File: src/rtl/draw_image_ctl.sv
// draw_image_ctl
//   Overlays a 64x64 image from an external synchronous ROM on a VGA pixel
//   stream. The image's top-left corner comes from xpos/ypos. That corner
//   is only taken in when vsync rises, so the image never tears mid-frame.
//   ROM pixels equal to KEY_RGB are transparent and show the background.
//   The pipeline is three clocks deep and accepts one pixel per clock:
//     E1: capture timing, background and window flag; register ROM address
//     E2: delay everything while the ROM looks up the pixel
//     E3: composite blank / ROM / background onto the outputs
//
// Ports
//   clk, rst_n                        clock, async active-low reset
//   hcount_in, vcount_in   [10:0]     VGA pixel counters
//   hsync_in, vsync_in               VGA sync strobes
//   hblnk_in, vblnk_in               VGA blanking strobes
//   rgb_in                 [11:0]     background pixel
//   xpos, ypos             [10:0]     requested image top-left corner
//   address                [11:0]     ROM address {y[5:0], x[5:0]}, registered
//   rgb_rom                [11:0]     ROM data, one clock after address
//   hcount_out .. vblnk_out           timing delayed by 3 clocks
//   rgb_out                [11:0]     composited pixel, aligned with timing
module draw_image_ctl #(
    parameter int          IMG_W   = 64,
    parameter int          IMG_H   = 64,
    parameter logic [11:0] KEY_RGB = 12'hF0F
) (
    input  logic        clk,
    input  logic        rst_n,
    input  logic [10:0] hcount_in,
    input  logic [10:0] vcount_in,
    input  logic        hsync_in,
    input  logic        vsync_in,
    input  logic        hblnk_in,
    input  logic        vblnk_in,
    input  logic [11:0] rgb_in,
    input  logic [10:0] xpos,
    input  logic [10:0] ypos,
    output logic [11:0] address,
    input  logic [11:0] rgb_rom,
    output logic [10:0] hcount_out,
    output logic [10:0] vcount_out,
    output logic        hsync_out,
    output logic        vsync_out,
    output logic        hblnk_out,
    output logic        vblnk_out,
    output logic [11:0] rgb_out
);

    // Position latch
    logic [10:0] xpos_q, ypos_q;
    logic        vsync_prev;
    logic        vsync_rise;

    // Window decode. Everything is widened to 12 bits so that an image
    // hanging off the right/bottom edge does not wrap its upper bound.
    logic [11:0] x_lo, x_hi, y_lo, y_hi, h12, v12;
    logic        in_win;
    logic [5:0]  x_off, y_off;
    logic [11:0] address_nxt;

    // Pipeline stage 1
    logic [10:0] hcount_s1, vcount_s1;
    logic        hsync_s1, vsync_s1, hblnk_s1, vblnk_s1, win_s1;
    logic [11:0] rgb_s1;

    // Pipeline stage 2
    logic [10:0] hcount_s2, vcount_s2;
    logic        hsync_s2, vsync_s2, hblnk_s2, vblnk_s2, win_s2;
    logic [11:0] rgb_s2;

    logic [11:0] rgb_nxt;

    assign vsync_rise = vsync_in & ~vsync_prev;

    // New position only takes effect on a vsync rising edge. Pixels sampled
    // on that same edge still see the old xpos_q/ypos_q below.
    always_ff @(posedge clk or negedge rst_n) begin
        if (!rst_n) begin
            xpos_q     <= 11'd0;
            ypos_q     <= 11'd0;
            vsync_prev <= 1'b0;
        end else begin
            vsync_prev <= vsync_in;
            if (vsync_rise) begin
                xpos_q <= xpos;
                ypos_q <= ypos;
            end
        end
    end

    always_comb begin
        x_lo   = {1'b0, xpos_q};
        y_lo   = {1'b0, ypos_q};
        x_hi   = x_lo + 12'(IMG_W);
        y_hi   = y_lo + 12'(IMG_H);
        h12    = {1'b0, hcount_in};
        v12    = {1'b0, vcount_in};
        in_win = (h12 >= x_lo) && (h12 < x_hi) && (v12 >= y_lo) && (v12 < y_hi);
        // Only the low six bits of the offsets matter; the subtraction
        // modulo 64 equals the low bits of the full-width difference.
        x_off  = hcount_in[5:0] - xpos_q[5:0];
        y_off  = vcount_in[5:0] - ypos_q[5:0];
        address_nxt = in_win ? {y_off, x_off} : 12'h000;
    end

    always_ff @(posedge clk or negedge rst_n) begin
        if (!rst_n) begin
            hcount_s1 <= 11'd0;
            vcount_s1 <= 11'd0;
            hsync_s1  <= 1'b0;
            vsync_s1  <= 1'b0;
            hblnk_s1  <= 1'b0;
            vblnk_s1  <= 1'b0;
            rgb_s1    <= 12'h000;
            win_s1    <= 1'b0;
            address   <= 12'h000;
            hcount_s2 <= 11'd0;
            vcount_s2 <= 11'd0;
            hsync_s2  <= 1'b0;
            vsync_s2  <= 1'b0;
            hblnk_s2  <= 1'b0;
            vblnk_s2  <= 1'b0;
            rgb_s2    <= 12'h000;
            win_s2    <= 1'b0;
        end else begin
            hcount_s1 <= hcount_in;
            vcount_s1 <= vcount_in;
            hsync_s1  <= hsync_in;
            vsync_s1  <= vsync_in;
            hblnk_s1  <= hblnk_in;
            vblnk_s1  <= vblnk_in;
            rgb_s1    <= rgb_in;
            win_s1    <= in_win;
            address   <= address_nxt;
            hcount_s2 <= hcount_s1;
            vcount_s2 <= vcount_s1;
            hsync_s2  <= hsync_s1;
            vsync_s2  <= vsync_s1;
            hblnk_s2  <= hblnk_s1;
            vblnk_s2  <= vblnk_s1;
            rgb_s2    <= rgb_s1;
            win_s2    <= win_s1;
        end
    end

    // rgb_rom belongs to the stage-2 pixel: its address was registered at E1
    // and the ROM returned the data during stage 2.
    always_comb begin
        rgb_nxt = rgb_s2;
        if (hblnk_s2 || vblnk_s2)
            rgb_nxt = 12'h000;
        else if (win_s2 && (rgb_rom != KEY_RGB))
            rgb_nxt = rgb_rom;
    end

    always_ff @(posedge clk or negedge rst_n) begin
        if (!rst_n) begin
            hcount_out <= 11'd0;
            vcount_out <= 11'd0;
            hsync_out  <= 1'b0;
            vsync_out  <= 1'b0;
            hblnk_out  <= 1'b0;
            vblnk_out  <= 1'b0;
            rgb_out    <= 12'h000;
        end else begin
            hcount_out <= hcount_s2;
            vcount_out <= vcount_s2;
            hsync_out  <= hsync_s2;
            vsync_out  <= vsync_s2;
            hblnk_out  <= hblnk_s2;
            vblnk_out  <= vblnk_s2;
            rgb_out    <= rgb_nxt;
        end
    end

endmodule
File: config.mk
export PLATFORM = sky130hd
export DESIGN_NAME = draw_image_ctl
export DESIGN_NICKNAME = d
export VERILOG_FILES = /design/src/rtl/draw_image_ctl.sv
export SDC_FILE = /design/constraint.sdc
export NUM_CORES = 1
export LEC_CHECK = 0
export ABC_AREA = 1
export BUFFER_PORTS_ARGS = -buffer_cell sky130_fd_sc_hd__buf_2
export CAP_MARGIN = 25
export CORE_MARGIN = 5
export CORE_UTILIZATION = 30
export CTS_BUF_LIST = sky130_fd_sc_hd__clkbuf_16
export DETAILED_ROUTE_END_ITERATION = 10
export HOLD_SLACK_MARGIN = 0.1
export SLEW_MARGIN = 10
export SYNTH_ARGS = -nofsm -noshare
export SYNTH_HDL_FRONTEND = slang
export SYNTH_SLANG_ARGS = --single-unit
File: constraint.sdc
create_clock -name clk -period 2.35 [get_ports clk]
set_input_delay 0.235 -clock clk [delete_from_list [all_inputs] [get_ports clk]]
set_output_delay 0.235 -clock clk [all_outputs]
set_load 0.03 [all_outputs]
==> impl_metrics.sql, run 1 <==
INSERT INTO impl_metrics (metric_group, metric, value, unit) VALUES
('run_status', 'outcome', 'finished clean', ''),
('timing', 'finalMaxSlewViolations', '0', ''),
('setup_path', 'critical_path.max_fanout', '6', ''),
('clocking', 'cts.sink_count', '150', ''),
('detailed_routing', 'post_drt_wl_per_cell', '13.6', 'um'),
('clocking', 'cts_max_path_bufs', '2', ''),
('clocking', 'clock_latency', '420', 'ps'),
('setup_path', 'path_class', 'flip-flop to flip-flop', ''),
('pwr', 'power.density_cell_area', '866', 'nW/um^2'),
('logic_synthesis', 'synth_top_cells_by_count', '150 x sky130_fd_sc_hd__dfrtp_1, 67 x sky130_fd_sc_hd__nor2_1, 64 x sky130_fd_sc_hd__nand2_1', ''),
('clocking', 'tritoncts', 'built', ''),
('setup_path', 'crit_path_start', 'xpos_q[6]', ''),
('timing', 'rsz0062_at_grt', 'false', ''),
('detailed_routing', 'via_count', '3854', ''),
('timing', 'skew', '7.19', 'ps'),
('setup_path', 'worst_ep_required_time', '2690', 'ps'),
('die', 'placementRows', '49', ''),
('setup_path', 'ff2ff_setup_slack', '210', 'ps'),
('pwr', 'power_leakage', '3.96', 'nW'),
('grt', 'grt-ovfl-total', '0', ''),
('logic_synthesis', 'post_synth_inst_count', '475', ''),
('timing', 'setup_violations_final', '0', ''),
('die', 'io-pin-count', '124', ''),
('timing', 'achievable-frequency', '466', 'MHz'),
('layout', 'drive_gt1_share', '25.6', '%'),
('timing', 'fin_crit_sh', '91.2', '%'),
('logic_synthesis', 'sequential_element_share_of_the_synthesized_area', '67.3', '%'),
('detailed_routing', 'firstDrtPassIters', '4', ''),
('logic_synthesis', 'synth_fp_nets', '585', ''),
('min_path', 'timing.hold.worst.class', 'primary input to flip-flop', ''),
('logic_synthesis', 'synthesis.yosys.warnings', '0', ''),
('grt', 'grt_first_pass_wirelength', '20700', 'um'),
('clocking', 'cts-buffers-inserted', '17', ''),
('logic_synthesis', 'synth_cell_type_count', '23', ''),
('die', 'floorplan.die.height', '146', 'um'),
('logic_synthesis', 'postSynthRegisterBits', '150', ''),
('layout', 'postLayoutCoreUtil', '43.1', '%'),
('timing', 'timing.setup.tns', '0', 'ps'),
('grt', 'initial_antenna_violation_count', '0', ''),
('setup_path', 'type_of_destination_of_the_critical_path', 'flip-flop', ''),
('setup_path', 'crit_path_top_delay_cell', 'sky130_fd_sc_hd__dfrtp_1', ''),
('timing', 'hold_violations', '0', ''),
('min_path', 'timing.hold.worst.start', 'rgb_rom[6]', ''),
('detailed_routing', 'detail_route.drc_violations', '0', ''),
('job', 'drv.max_cap_violation_count', '0', ''),
('setup_path', 'worstPathCellList', 'ha_1 > nand3_1 > xor2_1 > ha_1 > a21oi_1 > nand2_1 > nand2_1 > nand2_1 > nor2_4 > nand3_2 > nor3_2', ''),
('logic_synthesis', 'asyncSetResetFlopFracSynth', '100', '%'),
('logic_synthesis', 'synth_largest_type_area_fraction', '67.3', '%'),
('detailed_routing', 'ant_nets', '0', ''),
('clocking', 'htreeDepth', '4', ''),
('grt', 'vias_in_the_first_global_route', '4063', ''),
('pwr', 'total_power', '6.77', 'mW'),
('setup_path', 'most_used_cell_cp', 'sky130_fd_sc_hd__nand2_1', ''),
('placed_design', 'detailedPlacementHpwl', '8860', 'um'),
('setup_path', 'timing.rr.start', 'xpos_q[6]', ''),
('logic_synthesis', 'syn_area', '5580', 'sq um'),
('setup_path', 'max_stage_delay', '430', 'ps'),
('logic_synthesis', 'yosys-top-cells-area', 'sky130_fd_sc_hd__dfrtp_1 67%, sky130_fd_sc_hd__ha_1 7.6%, sky130_fd_sc_hd__nor2_1 4.5%', ''),
('detailed_routing', 'finalWirelength', '12500', 'um'),
('timing', 'relative_max_transition_margin', '55.8', '%'),
('grt', 'grtUsageTotal', '12.3', '%'),
('logic_synthesis', 'avgSynthCellArea', '11.7', 'sq um'),
('clocking', 'clk_root_buffer_cell', 'sky130_fd_sc_hd__clkbuf_16', ''),
('layout', 'area.growth.synth_to_final', '40.2', '%'),
('setup_path', 'worst_setup_path_start_kind', 'flip-flop', ''),
('placed_design', 'gp_congestion', '0.801', ''),
('layout', 'layout.nets', '789', ''),
('logic_synthesis', 'synth_top_cell_by_area', 'sky130_fd_sc_hd__dfrtp_1', ''),
('pwr', 'power.ir.vdd_worst', '0.520', 'mV'),
('die', 'dieArea', '21400', 'sq um'),
('placed_design', 'placed_cells_incl_taps', '822', '');
[worst paths after layout]
path,endpoint,cells after the start
max,address[3],11
min,rgb_out[6],3
max reg2reg,address[3],11
min reg2reg,hcount_s2[6],0
max in group asynchronous,vcount_s2[0],3
min in group asynchronous,rgb_out[9],2
[worst max-delay path, delay by kind of cell (launching register included)]
kind / cells / cell delay, ps
AOI/OAI and AO/OA: 1 / 150
xor gates and xnor gates: 1 / 160
adders and majority gates: 2 / 520
DFF: 1 / 430
and+or+nand+nor: 7 / 790
[area by class of cell]
type                            count  area [sq um]
Timing Repair Buffer              193          1350
Inverter                           47           176
Sequential cell                   150          3750
Clock buffer                       17           425
Clock inverter                     15           204
Multi-Input combinational cell    270          1630
Fill cell                        1695         10300
Tap cell                          229           287
[metal layers]
metal / track usage [%] / share of wire [%]
met1: 15.7 / 46
met2: 19.3 / 46
met3: 3.90 / 5.7
met4: 4.94 / 2.0
met5: 0 / 0
[flip-flops by register name, summed over array words and instances, names as in the netlist, 12 cells and up]
signal / cells
address: 12
rgb_out: 12
rgb_s1: 12
rgb_s2: 12
[cell families after synthesis]
| family | count (synthesis) | share of synthesized area [%] |
|---|---|---|
| flip-flops | 150 | 67.3 |
| adder cells (fa/ha/maj) | 36 | 8.34 |
| AO/OA/AOI/OAI | 47 | 4.31 |
| AND/OR/NAND/NOR | 171 | 13.6 |
| multiplexers | 2 | 0.404 |
| buffers and inverters | 56 | 4.04 |
| XOR/XNOR | 13 | 2.04 |
[power breakdown]
group / internal [mW] / switching, mW / leakage (nW)
sequential: 2.75 / 0.0610 / 1.79
combinational: 0.429 / 0.665 / 1.86
clock: 1.79 / 1.08 / 0.312
[through the flow]
step                hold slack (ps)  setup slack [ps]  instance area [sq um]
floorplan                     -60.6               416                   5580
global placement                300               130                   6510
detailed placement              305              42.8                   6510
CTS                             101              15.3                   7800
global route                    128              13.5                   7830
finish                          115               206                   7830
[cells in the final DEF (no fill, tap or decap), types with 3 or more instances in the layout]
| cell | netlist | layout |
|---|---|---|
| sky130_fd_sc_hd__nor3_1 | 4 | 3 |
| sky130_fd_sc_hd__dlygate4sd3_1 | 0 | 66 |
| sky130_fd_sc_hd__clkinv_4 | 0 | 3 |
| sky130_fd_sc_hd__nand3_1 | 17 | 17 |
| sky130_fd_sc_hd__xnor2_1 | 7 | 7 |
| sky130_fd_sc_hd__nor3_2 | 9 | 10 |
| sky130_fd_sc_hd__a21oi_1 | 33 | 33 |
| sky130_fd_sc_hd__buf_12 | 0 | 3 |
| sky130_fd_sc_hd__clkbuf_16 | 0 | 17 |
| sky130_fd_sc_hd__ha_1 | 34 | 34 |
| sky130_fd_sc_hd__dfrtp_1 | 150 | 150 |
| sky130_fd_sc_hd__nor2_1 | 67 | 67 |
| sky130_fd_sc_hd__xor2_1 | 6 | 6 |
| sky130_fd_sc_hd__inv_1 | 47 | 48 |
| sky130_fd_sc_hd__o21ai_0 | 12 | 12 |
| sky130_fd_sc_hd__bufinv_16 | 0 | 4 |
| sky130_fd_sc_hd__buf_2 | 0 | 122 |
| sky130_fd_sc_hd__nand2_1 | 64 | 64 |
| sky130_fd_sc_hd__clkinv_2 | 0 | 3 |
[timing repair]
| action | in CTS | in global routing |
|---|---|---|
| endpoints found under the hold margin | 135 | 0 |
| gates resized for setup | 0 | 3 |
| endpoints found under the setup margin | 0 | 13 |
| hold buffers | 66 | 0 |
No activity file was read; power rests on OpenSTA's default activity.
==> run 2, diff against run 1 <==
--- a/config.mk
+++ b/config.mk
@@ -8,6 +8,7 @@
 export ABC_AREA = 1
 export BUFFER_PORTS_ARGS = -buffer_cell sky130_fd_sc_hd__buf_2
 export CAP_MARGIN = 25
+export CORE_ASPECT_RATIO = 0.75
 export CORE_MARGIN = 5
 export CORE_UTILIZATION = 30
 export CTS_BUF_LIST = sky130_fd_sc_hd__clkbuf_16
==> run 2 against run 1 <==
Compared with the run above:
- clock power grew 4%
- non-clock buffer count up 3
- power up 1.5%
- fmax fell by 0.14%
- design area increased by 0.51%
- via count is 1.1% lower
- utilization is 0.37 points lower
- combinational power hardly changed
- worst hold slack better by 6.8 ps
- critical path type unchanged
- critical endpoint is now address[11]
- highest routed layer unchanged
==> impl_metrics.sql, run 2 (same netlist as run 1, synthesis figures left out) <==
INSERT INTO impl_metrics (metric_group, metric, value, unit) VALUES
('run_status', 'outcome', 'finished clean', ''),
('placed_design', 'gp_congestion', '0.817', ''),
('layout', 'antennaDiodeCount', '0', ''),
('pwr', 'power.ir.vdd_worst', '0.429', 'mV'),
('layout', 'fillCellCount', '1741', ''),
('timing', 'rsz0062_at_grt', 'true', ''),
('die', 'die_width', '167', 'um'),
('detailed_routing', 'detail_route.iter0.violations', '228', ''),
('pwr', 'power.density_cell_area', '874', 'nW/um^2'),
('min_path', 'timing.hold.worst.start', 'rgb_rom[3]', ''),
('layout', 'finalInstanceArea', '7870', 'sq um'),
('clocking', 'cts_max_path_bufs', '2', ''),
('setup_path', 'worst-endpoint-arrival', '2480', 'ps'),
('setup_path', 'max_stage_delay', '430', 'ps'),
('setup_path', 'worst_setup_path_start_kind', 'flip-flop', ''),
('die', 'placementRows', '43', ''),
('layout', 'area.growth.synth_to_final', '40.9', '%'),
('grt', 'grt_max_degree', '57', ''),
('min_path', 'timing.hold.worst_path_depth', '3', ''),
('timing', 'achievable-frequency', '466', 'MHz'),
('clocking', 'clk_root_buffer_cell', 'sky130_fd_sc_hd__clkbuf_16', ''),
('clocking', 'cts.sink_count', '150', ''),
('detailed_routing', 'vias_per_cell', '4.05', ''),
('setup_path', 'type_of_destination_of_the_critical_path', 'flip-flop', ''),
('setup_path', 'worst_ep_required_time', '2680', 'ps'),
('die', 'placeableCoreArea', '18400', 'sq um'),
('setup_path', 'crit_path_top_delay_cell', 'sky130_fd_sc_hd__dfrtp_1', ''),
('pwr', 'power_leakage', '3.97', 'nW'),
('detailed_routing', 'via_count', '3812', ''),
('detailed_routing', 'post_drt_wl_per_cell', '13.2', 'um'),
('job', 'drv.max_cap_violation_count', '0', ''),
('grt', 'grt-ovfl-total', '0', ''),
('timing', 'fin_crit_sh', '91.4', '%'),
('die', 'floorplan.die.height', '128', 'um'),
('layout', 'layout.nets', '791', ''),
('placed_design', 'placement.cell_area', '6520', 'sq um'),
('placed_design', 'detailedPlacementHpwl', '8840', 'um'),
('setup_path', 'critical_path.max_fanout', '13', ''),
('min_path', 'hold_end', 'rgb_out[3]', ''),
('setup_path', 'worstPathCellList', 'ha_1 > nand3_1 > xor2_1 > ha_1 > a21oi_1 > nand2_1 > nand2_1 > nand2_1 > nor2_2 > nand3_4 > nor3_1', ''),
('die', 'dieArea', '21500', 'sq um'),
('timing', 'skew', '6.50', 'ps'),
('layout', 'drive_gt1_share', '25.8', '%'),
('setup_path', 'ff2ff_setup_slack', '200', 'ps'),
('detailed_routing', 'firstDrtPassIters', '4', ''),
('grt', 'grtUsageTotal', '12.4', '%'),
('clocking', 'clock_latency', '420', 'ps'),
('setup_path', 'timing.rr.start', 'xpos_q[6]', ''),
('clocking', 'path_clk_slew', '60', 'ps'),
('detailed_routing', 'finalWirelength', '12400', 'um'),
('timing', 'setup_violations_final', '0', ''),
('clocking', 'htreeDepth', '4', ''),
('clocking', 'postCtsSetupRepairBufs', '0', ''),
('setup_path', 'most_used_cell_cp', 'sky130_fd_sc_hd__nand2_1', ''),
('grt', 'vias_in_the_first_global_route', '4076', ''),
('placed_design', 'placed_cells_incl_taps', '842', ''),
('clocking', 'cts-buffers-inserted', '17', ''),
('setup_path', 'regToRegEndpoint', 'address[11]', ''),
('layout', 'highest_count_cells_in_the_layout_ignoring_fill_and_taps', '150 x sky130_fd_sc_hd__dfrtp_1, 122 x sky130_fd_sc_hd__buf_2, 67 x sky130_fd_sc_hd__nor2_1, 67 x sky130_fd_sc_hd__dlygate4sd3_1, 64 x sky130_fd_sc_hd__nand2_1', ''),
('placed_design', 'port_buffers', '123', ''),
('die', 'initial_utilization', '30.3', '%'),
('min_path', 'timing.hold.worst.class', 'primary input to flip-flop', ''),
('timing', 'hold_violations', '0', ''),
('layout', 'fin_cells', '941', ''),
('die', 'io-pin-count', '124', ''),
('setup_path', 'r2r_cells', '11', ''),
('detailed_routing', 'detail_route.drc_violations', '0', ''),
('setup_path', 'critical-path-top-delay-family', 'simple AND/OR/NAND/NOR gates', ''),
('setup_path', 'path_class', 'flip-flop to flip-flop', ''),
('timing', 'min_period', '2150', 'ps'),
('timing', 'worst_slew_pin_slew', '536', 'ps'),
('detailed_routing', 'ant_nets', '0', ''),
('timing', 'finalMaxSlewViolations', '0', ''),
('layout', 'layout.cells.most_common', 'sky130_fd_sc_hd__dfrtp_1', ''),
('clocking', 'tritoncts', 'built', ''),
('grt', 'initial_antenna_violation_count', '0', ''),
('setup_path', 'timing.critical_path.buf_inv', '0', ''),
('timing', 'relative_max_transition_margin', '64.1', '%'),
('grt', 'grt_first_pass_wirelength', '20800', 'um');
run 2: how the worst max path moves through the flow:
stage | start | end | slack, ps | depth (start not counted)
global placement | xpos_q[6] | address[1] | 90 | 11
finish | xpos_q[6] | address[11] | 200 | 11
CTS | xpos_q[6] | address[11] | 3 | 11
global route | xpos_q[6] | address[1] | -2 | 11
detailed placement | xpos_q[6] | address[11] | 8 | 11
floorplan | xpos_q[6] | address[7] | 420 | 12
run 2: stage by stage:
step	setup WS [ps]	hold WS, ps	utilization [%]	power (mW)	setup TNS (ps)
floorplan	416	-60.6	-	3.52	0
global placement	85.9	217	35.4	3.84	0
detailed placement	7.88	216	35.4	3.86	0
CTS	3.26	102	42.7	6.99	0
global route	-2.19	104	42.7	7.26	-2.19
finish	203	122	42.7	6.88	0
run 2: routing by layer:
metal | track usage, % | vias up | share of wire [%]
met5 | 0 | - | 0
met4 | 4.01 | 0 | 1.1
met3 | 3.98 | 13 | 5.8
met2 | 19.3 | 105 | 45
met1 | 16.6 | 1773 | 48
li1 | - | 1921 | -
run 2: area by class of cell:
class                      count  area, sq um  share of cell area [%]
tap                          247          309                    3.93
multi-input combinational    269         1610                    20.5
clock buffer                  17          425                    5.41
sequential                   150         3750                    47.7
clock inverter                15          236                    3.01
timing repair buffer         196         1350                    17.2
inverter                      47          176                    2.24
run 2: repair_timing:
action / CTS / global route
hold buffers: 67 / 0
endpoints found under the hold margin: 116 / 0
setup endpoints to repair: 0 / 13
gates resized for setup: 0 / 2
run 2: tightest hold or removal path: stages:
cell and delay, ps:
sky130_fd_sc_hd__buf_2 90, sky130_fd_sc_hd__o21ai_0 80, sky130_fd_sc_hd__nor2_1 90
run 2: report_power, final:
part | total (mW) | leakage [nW] | internal (mW) | switching, mW
logic | 1.09 | 1.86 | 0.424 | 0.662
registers | 2.81 | 1.79 | 2.75 | 0.0582
clock network | 2.98 | 0.322 | 1.83 | 1.16
total | 6.88 | 3.97 | 5.00 | 1.88
==> run 3, diff against run 2 <==
--- a/config.mk
+++ b/config.mk
@@ -9,11 +9,11 @@
 export BUFFER_PORTS_ARGS = -buffer_cell sky130_fd_sc_hd__buf_2
 export CAP_MARGIN = 25
 export CORE_ASPECT_RATIO = 0.75
-export CORE_MARGIN = 5
 export CORE_UTILIZATION = 30
 export CTS_BUF_LIST = sky130_fd_sc_hd__clkbuf_16
 export DETAILED_ROUTE_END_ITERATION = 10
 export HOLD_SLACK_MARGIN = 0.1
+export PLACE_DENSITY_LB_ADDON = 0.15
 export SLEW_MARGIN = 10
 export SYNTH_ARGS = -nofsm -noshare
 export SYNTH_HDL_FRONTEND = slang
==> run 3 against run 2 <==
Compared with the run above:
- non-clock buffer count increased by 1
- register-to-register slack worse by 20 ps
- critical path depth unchanged
- design area shrank 1.1%
- count of clock-buffer cells in the layout is the same
- worst hold slack worse by 7.7 ps
- highest routed layer unchanged
- worst setup slack got worse by 20 ps
- largest cell class unchanged
- global-route usage rose by 0.90 points
- final cell count down 0.32%
==> impl_metrics.sql, run 3 (same netlist as run 1, synthesis figures left out) <==
INSERT INTO impl_metrics (metric_group, metric, value, unit) VALUES
('clocking', 'cts.sink_count', '150', ''),
('detailed_routing', 'detail_route.iter0.violations', '179', ''),
('setup_path', 'path_class', 'flip-flop to flip-flop', ''),
('die', 'dieArea', '19200', 'sq um'),
('detailed_routing', 'finalWirelength', '11900', 'um'),
('detailed_routing', 'vias_per_cell', '4.12', ''),
('layout', 'multi_input_comb_area', '1630', 'sq um'),
('timing', 'rsz0062_at_grt', 'false', ''),
('timing', 'min_period', '2170', 'ps'),
('placed_design', 'pre_cts_ws', '20.4', 'ps'),
('layout', 'layout.nets', '793', ''),
('setup_path', 'most_used_cell_cp', 'sky130_fd_sc_hd__nand2_1', ''),
('timing', 'fin_crit_sh', '92.2', '%'),
('setup_path', 'type_of_destination_of_the_critical_path', 'flip-flop', ''),
('timing', 'setup_ws', '183', 'ps'),
('layout', 'fin_cells', '938', ''),
('layout', 'fillCellCount', '1705', ''),
('setup_path', 'worst_setup_path_start_kind', 'flip-flop', ''),
('setup_path', 'worst-endpoint-arrival', '2500', 'ps'),
('detailed_routing', 'post_drt_wl_per_cell', '12.7', 'um'),
('die', 'initial_utilization', '31.1', '%'),
('clocking', 'clk_root_buffer_cell', 'sky130_fd_sc_hd__clkbuf_16', ''),
('clocking', 'path_clk_slew', '60', 'ps'),
('die', 'placeableCoreArea', '17900', 'sq um'),
('die', 'die_width', '159', 'um'),
('timing', 'timing.setup.tns', '0', 'ps'),
('timing', 'hold-worst-slack', '114', 'ps'),
('clocking', 'postCtsSetupRepairBufs', '0', ''),
('clocking', 'tritoncts', 'built', ''),
('detailed_routing', 'firstDrtPassIters', '4', ''),
('detailed_routing', 'via_count', '3866', ''),
('placed_design', 'placed_cells_incl_taps', '837', ''),
('setup_path', 'crit_path_top_delay_cell', 'sky130_fd_sc_hd__dfrtp_1', ''),
('pwr', 'total_power', '6.41', 'mW'),
('pwr', 'power_leakage', '3.93', 'nW'),
('timing', 'finalMaxSlewViolations', '0', ''),
('grt', 'initial_antenna_violation_count', '0', ''),
('detailed_routing', 'detail_route.drc_violations', '0', ''),
('layout', 'area.growth.synth_to_final', '39.4', '%'),
('pwr', 'power.ir.vdd_worst', '0.381', 'mV'),
('setup_path', 'max_stage_delay', '430', 'ps'),
('layout', 'highest_count_cells_in_the_layout_ignoring_fill_and_taps', '150 x sky130_fd_sc_hd__dfrtp_1, 122 x sky130_fd_sc_hd__buf_2, 68 x sky130_fd_sc_hd__dlygate4sd3_1, 67 x sky130_fd_sc_hd__nor2_1, 64 x sky130_fd_sc_hd__nand2_1', ''),
('min_path', 'timing.hold.worst.class', 'primary input to flip-flop', ''),
('clocking', 'cts_max_path_bufs', '2', ''),
('clocking', 'cts-buffers-inserted', '17', ''),
('die', 'floorplan.die.height', '120', 'um'),
('grt', 'grtUsageTotal', '13.3', '%'),
('timing', 'skew', '7.40', 'ps'),
('layout', 'antennaDiodeCount', '0', ''),
('grt', 'vias_in_the_first_global_route', '3946', ''),
('grt', 'grt_first_pass_wirelength', '19500', 'um'),
('setup_path', 'critical_path.max_fanout', '7', ''),
('timing', 'hold_violations', '0', ''),
('timing', 'relative_max_transition_margin', '61.3', '%'),
('die', 'io-pin-count', '124', ''),
('placed_design', 'port_buffers', '123', ''),
('pwr', 'power.density_cell_area', '824', 'nW/um^2'),
('layout', 'postLayoutCoreUtil', '43.4', '%'),
('grt', 'grt-ovfl-total', '0', ''),
('placed_design', 'gp_congestion', '0.839', ''),
('timing', 'worst_slew_pin_slew', '580', 'ps'),
('setup_path', 'worstPathCellList', 'ha_1 > nand3_1 > xor2_1 > ha_1 > a21oi_1 > nand2_1 > nand2_1 > nand2_1 > nor2_4 > nand3_4 > nor3_1', ''),
('layout', 'seq_area', '3750', 'sq um'),
('layout', 'layout.cells.most_common', 'sky130_fd_sc_hd__dfrtp_1', ''),
('clocking', 'htreeDepth', '4', ''),
('timing', 'setup_violations_final', '0', ''),
('setup_path', 'worst_ep_required_time', '2690', 'ps'),
('timing', 'achievable-frequency', '462', 'MHz'),
('layout', 'drive_gt1_share', '25.4', '%'),
('run_status', 'outcome', 'finished clean', ''),
('placed_design', 'detailedPlacementHpwl', '8390', 'um'),
('die', 'placementRows', '42', ''),
('layout', 'finalInstanceArea', '7780', 'sq um'),
('grt', 'grt_max_degree', '59', ''),
('clocking', 'clock_latency', '420', 'ps'),
('placed_design', 'placement.cell_area', '6530', 'sq um'),
('detailed_routing', 'ant_nets', '0', ''),
('job', 'drv.max_cap_violation_count', '0', '');
-- run 3: cell count changes in the layout (fill, tap and decap cells not counted), sizes merged --
cell / previous run / this run
bufinv: 4 / 0
clkinv: 5 / 8
clkinvlp: 0 / 1
dlygate4sd3: 67 / 68
nand3: 19 / 20
-- run 3: final timing paths --
check	start	to	slack (ps)	depth (start not counted)
setup reg to reg	xpos_q[6]	address[1]	180	11
hold / removal	rgb_rom[6]	rgb_out[6]	110	3
max in group asynchronous	rst_n	vblnk_s2	1340	3
min in group asynchronous	rst_n	rgb_out[8]	330	2
hold reg to reg	hcount_s1[2]	hcount_s2[2]	340	0
setup / recovery	xpos_q[6]	address[1]	180	11
-- run 3: layout make-up --
class / instances / share of cell area [%]
well taps: 242 / 3.89
flip-flops and latches: 150 / 48.2
repair buffers: 197 / 17.6
multi-input cells: 270 / 21.0
clock inverters: 15 / 1.51
inverters: 47 / 2.27
clock buffers: 17 / 5.47
-- run 3: critical path, delay by kind of cell, from the launching register on --
kind,cells,cell delay [ps]
xor gates and xnor gates,1,150
adders and majority gates,2,520
and+or+nand+nor,7,840
DFF,1,430
AOI/OAI and AO/OA,1,160
-- run 3: timing repair --
item                       in CTS  in global routing
setup endpoints to repair       1                  2
hold buffers                   68                  0
pin swaps                       0                  1
hold endpoints to repair      121                  0
gates cloned                    0                  1
resized for setup               1                  2
-- run 3: layer usage --
layer  GRT usage [%]  wire (um)
met5               0          0
met1            17.4       5780
met4            5.77        142
met3            3.56        563
met2            20.8       5450
-- run 3: power by group --
| group | switching (mW) | internal, mW | total (mW) | leakage [nW] |
|---|---|---|---|---|
| Combinational | 0.674 | 0.435 | 1.11 | 1.87 |
| Sequential | 0.0615 | 2.75 | 2.81 | 1.79 |
| Clock | 1.12 | 1.37 | 2.49 | 0.267 |
| Total | 1.86 | 4.55 | 6.41 | 3.93 |
